==> config.mk <==
export PLATFORM = sky130hd
export DESIGN_NAME = ahb_round_robin_arbiter
export DESIGN_NICKNAME = d
export VERILOG_FILES = /design/src/rtl/ahb_round_robin_arbiter.sv
export SDC_FILE = /design/constraint.sdc
export NUM_CORES = 1
export LEC_CHECK = 0
export BUFFER_PORTS_ARGS = -buffer_cell sky130_fd_sc_hd__buf_2
export CAP_MARGIN = 0
export CORE_UTILIZATION = 30
export CTS_CLUSTER_DIAMETER = 120
export DETAILED_ROUTE_END_ITERATION = 12
export GPL_TIMING_DRIVEN = 1
export REMOVE_ABC_BUFFERS = 1
export SLEW_MARGIN = 20
export SYNTH_ARGS = -nofsm -noshare
export SYNTH_HDL_FRONTEND = slang
export SYNTH_SLANG_ARGS = --single-unit
export TNS_END_PERCENT = 20
==> constraint.sdc <==
create_clock -name clk -period 7.2 [get_ports clk]
set_clock_uncertainty 0.05 [all_clocks]
set_input_delay 0 -clock clk [delete_from_list [all_inputs] [get_ports clk]]
set_output_delay 0 -clock clk [all_outputs]
set_load 0.02 [all_outputs]
==> src/rtl/ahb_round_robin_arbiter.sv <==
// Round-robin arbiter for a shared AHB-Lite subordinate bus.
// Issues a registered one-hot grant plus address- and data-phase owner
// indices. Supports a per-owner beat limit, locked sequences (HMASTLOCK)
// and parking on a default manager when nobody is requesting.
module ahb_round_robin_arbiter #(
  parameter int NumManagers = 3,
  parameter int MaxBeats    = 4,
  parameter int DefaultMgr  = 0,
  parameter int OwnerW      = $clog2(NumManagers)
) (
  input  logic                   clk,
  input  logic                   reset,
  input  logic [NumManagers-1:0] req,
  input  logic [NumManagers-1:0] lock,
  input  logic [1:0]             trans,
  input  logic                   readyOut,
  output logic [NumManagers-1:0] grant,
  output logic [OwnerW-1:0]      addrOwner,
  output logic [OwnerW-1:0]      dataOwner,
  output logic                   mastLock
);

  // Counter only has to reach MaxBeats-1 before it clears on limitHit.
  localparam int CntW = (MaxBeats > 1) ? $clog2(MaxBeats) : 1;

  localparam logic [1:0] TransIdle = 2'b00;
  localparam logic [1:0] TransBusy = 2'b01;

  typedef enum logic {
    OPEN = 1'b0,
    HELD = 1'b1
  } state_t;

  state_t                   state;
  logic [CntW-1:0]          beatCnt;

  logic                     beat;
  logic                     limitHit;
  logic                     ownerReq;
  logic                     ownerLock;
  logic                     lockOk;
  logic                     rearb;
  logic                     handover;
  logic                     nextLock;
  logic [NumManagers-1:0]   reqRot;
  logic [OwnerW:0]          rotShift;
  logic [OwnerW:0]          sum;
  logic [OwnerW-1:0]        winner;
  logic [OwnerW-1:0]        nextOwner;

  // Decide whether the current owner may be replaced at this edge.
  always_comb begin
    beat      = readyOut & trans[1];
    limitHit  = (MaxBeats != 0) && beat && (beatCnt == CntW'(MaxBeats - 1));
    ownerReq  = req[addrOwner];
    ownerLock = lock[addrOwner];
    // A locked owner only yields once it drops lock or req on an accepted edge.
    lockOk    = (state == OPEN) | ~ownerLock | ~ownerReq;
    rearb     = readyOut & lockOk & (trans != TransBusy) &
                (~ownerReq | (trans == TransIdle) | limitHit);
  end

  // Round-robin search starting just above the current owner, owner itself last.
  always_comb begin
    rotShift = {1'b0, addrOwner} + 1'b1;
    // reqRot[i] is the request of manager (addrOwner + 1 + i) mod NumManagers.
    reqRot   = NumManagers'({req, req} >> rotShift);
    winner   = OwnerW'(DefaultMgr);
    sum      = '0;
    // Walk downward so the lowest rotated position (closest to owner+1) wins.
    for (int i = NumManagers - 1; i >= 0; i--) begin
      if (reqRot[i]) begin
        sum = {1'b0, addrOwner} + (OwnerW + 1)'(i + 1);
        if (sum >= (OwnerW + 1)'(NumManagers)) begin
          sum = sum - (OwnerW + 1)'(NumManagers);
        end
        winner = sum[OwnerW-1:0];
      end
    end
    nextOwner = rearb ? winner : addrOwner;
    handover  = rearb & (winner != addrOwner);
    nextLock  = lock[nextOwner] & req[nextOwner];
  end

  // Ownership, lock FSM and beat counter; everything holds while readyOut is low.
  always_ff @(posedge clk) begin
    if (reset) begin
      grant     <= NumManagers'(1) << DefaultMgr;
      addrOwner <= OwnerW'(DefaultMgr);
      dataOwner <= OwnerW'(DefaultMgr);
      mastLock  <= 1'b0;
      state     <= OPEN;
      beatCnt   <= '0;
    end else if (readyOut) begin
      dataOwner <= addrOwner;
      addrOwner <= nextOwner;
      grant     <= NumManagers'(1) << nextOwner;
      mastLock  <= nextLock;
      state     <= nextLock ? HELD : OPEN;
      if (handover || limitHit) begin
        beatCnt <= '0;
      end else if (beat) begin
        beatCnt <= beatCnt + 1'b1;
      end
    end
  end

endmodule

# [Word-level counts from Yosys, hierarchy flattened]
# Cells that the tools add are included.
[op_classes] reduce_logical=5 mux=18 eq_ne=3 bitwise_logic=13 addsub=7 magnitude_cmp=5 shift=2
[ops] operator="two-way mux 2 bit" n=9
[ops] operator=">= comparator 3 x 2 -> 1 bit (second input constant)" n=3
[ops] operator="binary-select mux 1 bit (select 2 bit)" n=4
[ops] operator="adder 2 x 2 -> 3 bit (second input constant)" n=2
[ops] operator="AND 1 bit" n=6
[ops] operator="< comparator 2 x 3 -> 1 bit (second input constant)" n=2
[ops] operator="right shift 6 x 3 -> 3 bit" n=1
[ops] operator="subtractor 2 bit (second input constant)" n=3
[ops] operator="two-way mux 1 bit" n=5
[ops] operator="OR 1 bit" n=4
[ops] operator="adder 2 x 1 -> 3 bit (second input constant)" n=1
[ops] operator="inverter 1 bit" n=3
[ops] operator="<< shifter 1 x 2 -> 3 bit (first input constant)" n=1
[ops] operator="adder 2 x 1 -> 2 bit (second input constant)" n=1
[ops] operator="equality test 2 bit (second input constant)" n=1
[ops] operator="zero test 2 bit" n=1
[ops] operator="inequality test 2 x 1 -> 1 bit (second input constant)" n=1
[ops] operator="inequality test 2 bit" n=1
[ops] operator="AND reduction 2 bit" n=1
[ops] operator="nonzero test 2 bit" n=1
[ops] operator="logical AND 1 bit" n=1
[ops] operator="logical OR 1 bit" n=1
[totals] elab_cells=59 input_bits=11 regBits=11

# [Logic depth before layout (Yosys ltp)]
[logic_depth] word_depth=13 depth_mapped=9 mapped_depth_nobuf=8

# [Least setup slack after synthesis]
# No wires, ideal clock.
[synth_path] path_kind="reg2reg" from="register addrOwner[1]" to="register beatCnt[0]" period_less_slack_ps=2646 stages_incl_launch_ff=10 arrival_time_ps=2481 setup_slack_ps=4554 setup_time_ps=115 path_cell_list="dfxtp_1 -> buf_4 -> clkinv_1 -> ha_1 -> nand2b_1 -> a21oi_1 -> o311ai_0 -> nor2_1 -> xnor2_1 -> a2111oi_0"
[synth_between] elab_chain_cells=12
[synth_rtl] item="from (decl)" line_no="18" source="output logic [OwnerW-1:0] addrOwner,"
[synth_rtl] item="from (signal assigned)" line_no="89" source="addrOwner <= OwnerW'(DefaultMgr);"
[synth_rtl] item="from (signal assigned)" line_no="96" source="addrOwner <= nextOwner;"
[synth_rtl] item="branches (longest 8 deep; another with adder 2 x 2 -> 3 bit)"
[synth_rtl] item="AND 1 bit (*)" line_no="81" source="handover = rearb & (winner != addrOwner);"
[synth_rtl] item="logical OR 1 bit (*)" line_no="100" source="if (handover || limitHit) begin"
[synth_rtl] item="nonzero test 2 bit (no source line)"
[synth_rtl] item="AND reduction 2 bit (no source line)"
[synth_rtl] item="to (signal assigned)" line_no="103" source="beatCnt <= beatCnt + 1'b1;"
[synth_rtl] item="to (decl)" line_no="35" source="logic [CntW-1:0] beatCnt;"
# Mark *: on every way between the ends. The select of a mux whose other input is x is not followed.
# A chain may end at the register's enable or synchronous reset.

# [Final worst setup path]
[layout_path] from="register addrOwner[1]" to="register beatCnt[1]"
# Same word-level chain as after synthesis.

==> results.json <==
{
  "outcome": "complete, no violations",
  "p_leak_uw": 0.000425,
  "finalMaxSlewViolations": 0,
  "die_x_um": 56.0,
  "syn-cell-area_um2": 875,
  "ys_seq_area_share_pct": 22.9,
  "grt_setup_unrepaired": "no",
  "holdPathStages": 3,
  "finalCriticalPeriod_ps": 3180,
  "clk_pin_slew_ps": 70,
  "max-vdd-ir-drop_mv": 0.154,
  "path_buf_inv": 1,
  "crit_arrival_ps": 3280,
  "drt_first_pass_iters": 4,
  "clk_latency_ps": 260,
  "numPortBuffers": 18,
  "grt_overflow": 0,
  "worst_hold_slack_ps": 44.3,
  "fin_setup_tns_ps": 0,
  "ff2ff_setup_slack_ps": 4020,
  "cp_max_fo": 17,
  "grt_start_max_net_pins": 22,
  "dr_total_vias": 843,
  "wl_per_cell_um": 12.8,
  "final-setup-viol-count": 0,
  "gp_congestion": 0.813,
  "maxCapViolations": 0,
  "crit_family": "compound AO/OA/AOI/OAI gates",
  "nFillCells": 291,
  "num_rows": 19,
  "drive_gt1_share_pct": 22.5,
  "slowest_delay_ps": 710,
  "power_density_mw_per_mm2": 189,
  "crit_chain": "clkinv_1 > ha_1 > nand2b_1 > a21oi_1 > o311ai_0 > nor2_1 > xnor2_1 > a2111oi_0",
  "synthCells": 104,
  "holdBufCountCts": 1,
  "worstMarginPinSlew_ps": 649,
  "cts_setup_buffers": 0,
  "start_util_pct": 31.7,
  "synth_seq_cells": 10,
  "drt_iter0_markers": 12,
  "antenna_found_initial": 0,
  "post-route-period-util_pct": 44.2,
  "pre_cts_ws_ps": 4000,
  "syn2layout_area_growth_pct": 16.0,
  "routed_via_density": 5.58,
  "ant_nets": 0,
  "critPathRequiredTime_ps": 7300,
  "antenna_cells": 0,
  "htree_levels": 1,
  "route.detailed.drc": 0,
  "async_reset_ff_share_pct": 0,
  "cts_tree": "built",
  "slowest_stage": "dfxtp_1",
  "end_kind": "register",
  "min_path_type": "input pin to register",
  "yosys_warnings": 0,
  "dp_hpwl_um": 1440,
  "cts_resized": 0,
  "cts_buffer_depth": 2,
  "syn_avg_cell_area_um2": 8.41,
  "synth_edf_count": 0,
  "critPathKind": "register to register",
  "r2r_cells": 8,
  "setup_ws_ps": 4020,
  "top_level_ports": 19,
  "drt_wl_total_um": 1930,
  "cts_root_buffer": "clkbuf_4",
  "core_mm2": 0.00276,
  "hold_viol_final": 0,
  "clock_sinks": 10,
  "cts_inserted_buffers": 3,
  "grt_pass1_wl_um": 3350,
  "worst-path-stages": 8,
  "ys.flop_type": "dfxtp_1",
  "nets": 136,
  "relSlewSlack_pct": 56.2,
  "die_y_um": 56.0,
  "grt_pass1_vias": 765,
  "die_area_mm2": 0.00314,
  "fmax_ghz": 0.314,
  "cp-start-kind": "register",
  "track_usage_pct": 13.0,
  "power_uw": 191,
  "netlist-cell-type-count": 42
}
## cell type report
cell class	instances	area (um^2)	area share [%]
Sequential cell	10	200	19.7
Inverter	4	15.0	1.48
Clock buffer	4	36.3	3.58
Tap cell	31	38.8	3.82
Multi-Input combinational cell	83	624	61.5
Timing Repair Buffer	19	100	9.86
## synthesized netlist by cell type (2+ instances only)
library cell / count / area [um^2]
clkbuf_1: 2 / 7.51
o41a_1: 2 / 22.5
inv_1: 3 / 11.3
o21ai_0: 2 / 10.0
a21oi_1: 4 / 20.0
a2111oi_0: 3 / 26.3
nand2_1: 3 / 11.3
mux2_2: 2 / 22.5
a22oi_1: 3 / 22.5
o211ai_1: 4 / 30.0
a2bb2oi_1: 2 / 17.5
nand2b_1: 3 / 18.8
ha_1: 4 / 50.1
nor2_1: 13 / 48.8
nand3_1: 2 / 10.0
xnor2_1: 2 / 17.5
nor2b_1: 3 / 18.8
o21a_1: 2 / 15.0
and3b_1: 3 / 26.3
nor3b_1: 3 / 22.5
nor3_1: 3 / 15.0
buf_2: 4 / 20.0
mux2i_1: 4 / 40.0
dfxtp_1: 10 / 200
## registers in the layout (all words and copies together), names as in the netlist
name	count
dataOwner	2
grant	3
mastLock	1
addrOwner	2
beatCnt	2
## worst paths after layout
| check | startpoint | to |
|---|---|---|
| max | addrOwner[1] | beatCnt[1] |
| min | readyOut | dataOwner[1] |
| max reg2reg | addrOwner[1] | beatCnt[1] |
| min reg2reg | dataOwner[1] | dataOwner[1] |
## cell families after synthesis
kind of cell | after synthesis | share of synthesized area (%)
muxes | 7 | 8.87
AOI/OAI and AO/OA | 32 | 30.6
xor gates and xnor gates | 2 | 2.00
adders and majority gates | 4 | 5.72
DFF | 10 | 22.9
and+or+nand+nor | 38 | 24.2
buffers and inverters | 11 | 5.72
## report_power, final
part / total (uW) / internal [uW] / leakage, uW / switching [uW]
Sequential: 68.9 / 60.3 / 0.0000820 / 8.56
Clock: 50.3 / 30.7 / 0.0000210 / 19.6
Combinational: 72.2 / 32.7 / 0.000322 / 39.5
Total: 191 / 124 / 0.000425 / 67.7
## cell usage in the layout, fill, tap and decap left out, drive strengths merged, types with 4 or more instances in the layout
cell type / synthesis / routed
dfxtp: 10 / 10
clkbuf: 2 / 4
ha: 4 / 4
mux2i: 4 / 4
o211ai: 4 / 4
buf: 5 / 18
a21oi: 4 / 4
nor2: 13 / 13
## routing by layer
layer  vias to the layer above  global-route usage, %  part of all wire (%)
li1                        430                      -                     -
met1                       401                   16.4                    48
met5                         -                      0                     0
met2                        12                   23.0                    49
met4                         0                   1.05                     0
met3                         0                   3.72                   3.3
## worst register-to-register path: stages, from the launching register on
cell and delay, ps:
dfxtp_1 710, clkinv_1 410, ha_1 480, nand2b_1 130, a21oi_1 60, o311ai_0 590, nor2_1 120, xnor2_1 160
a2111oi_0 380
## metrics by stage
step,area [um^2],util (%),instances
after floorplan,840,-,97
after global placement,968,35.1,146
after detailed placement,968,35.1,146
after CTS,1010,36.8,151
after global routing,1010,36.8,151
final,1010,36.8,151
No activity file was read; power rests on OpenSTA's default activity.
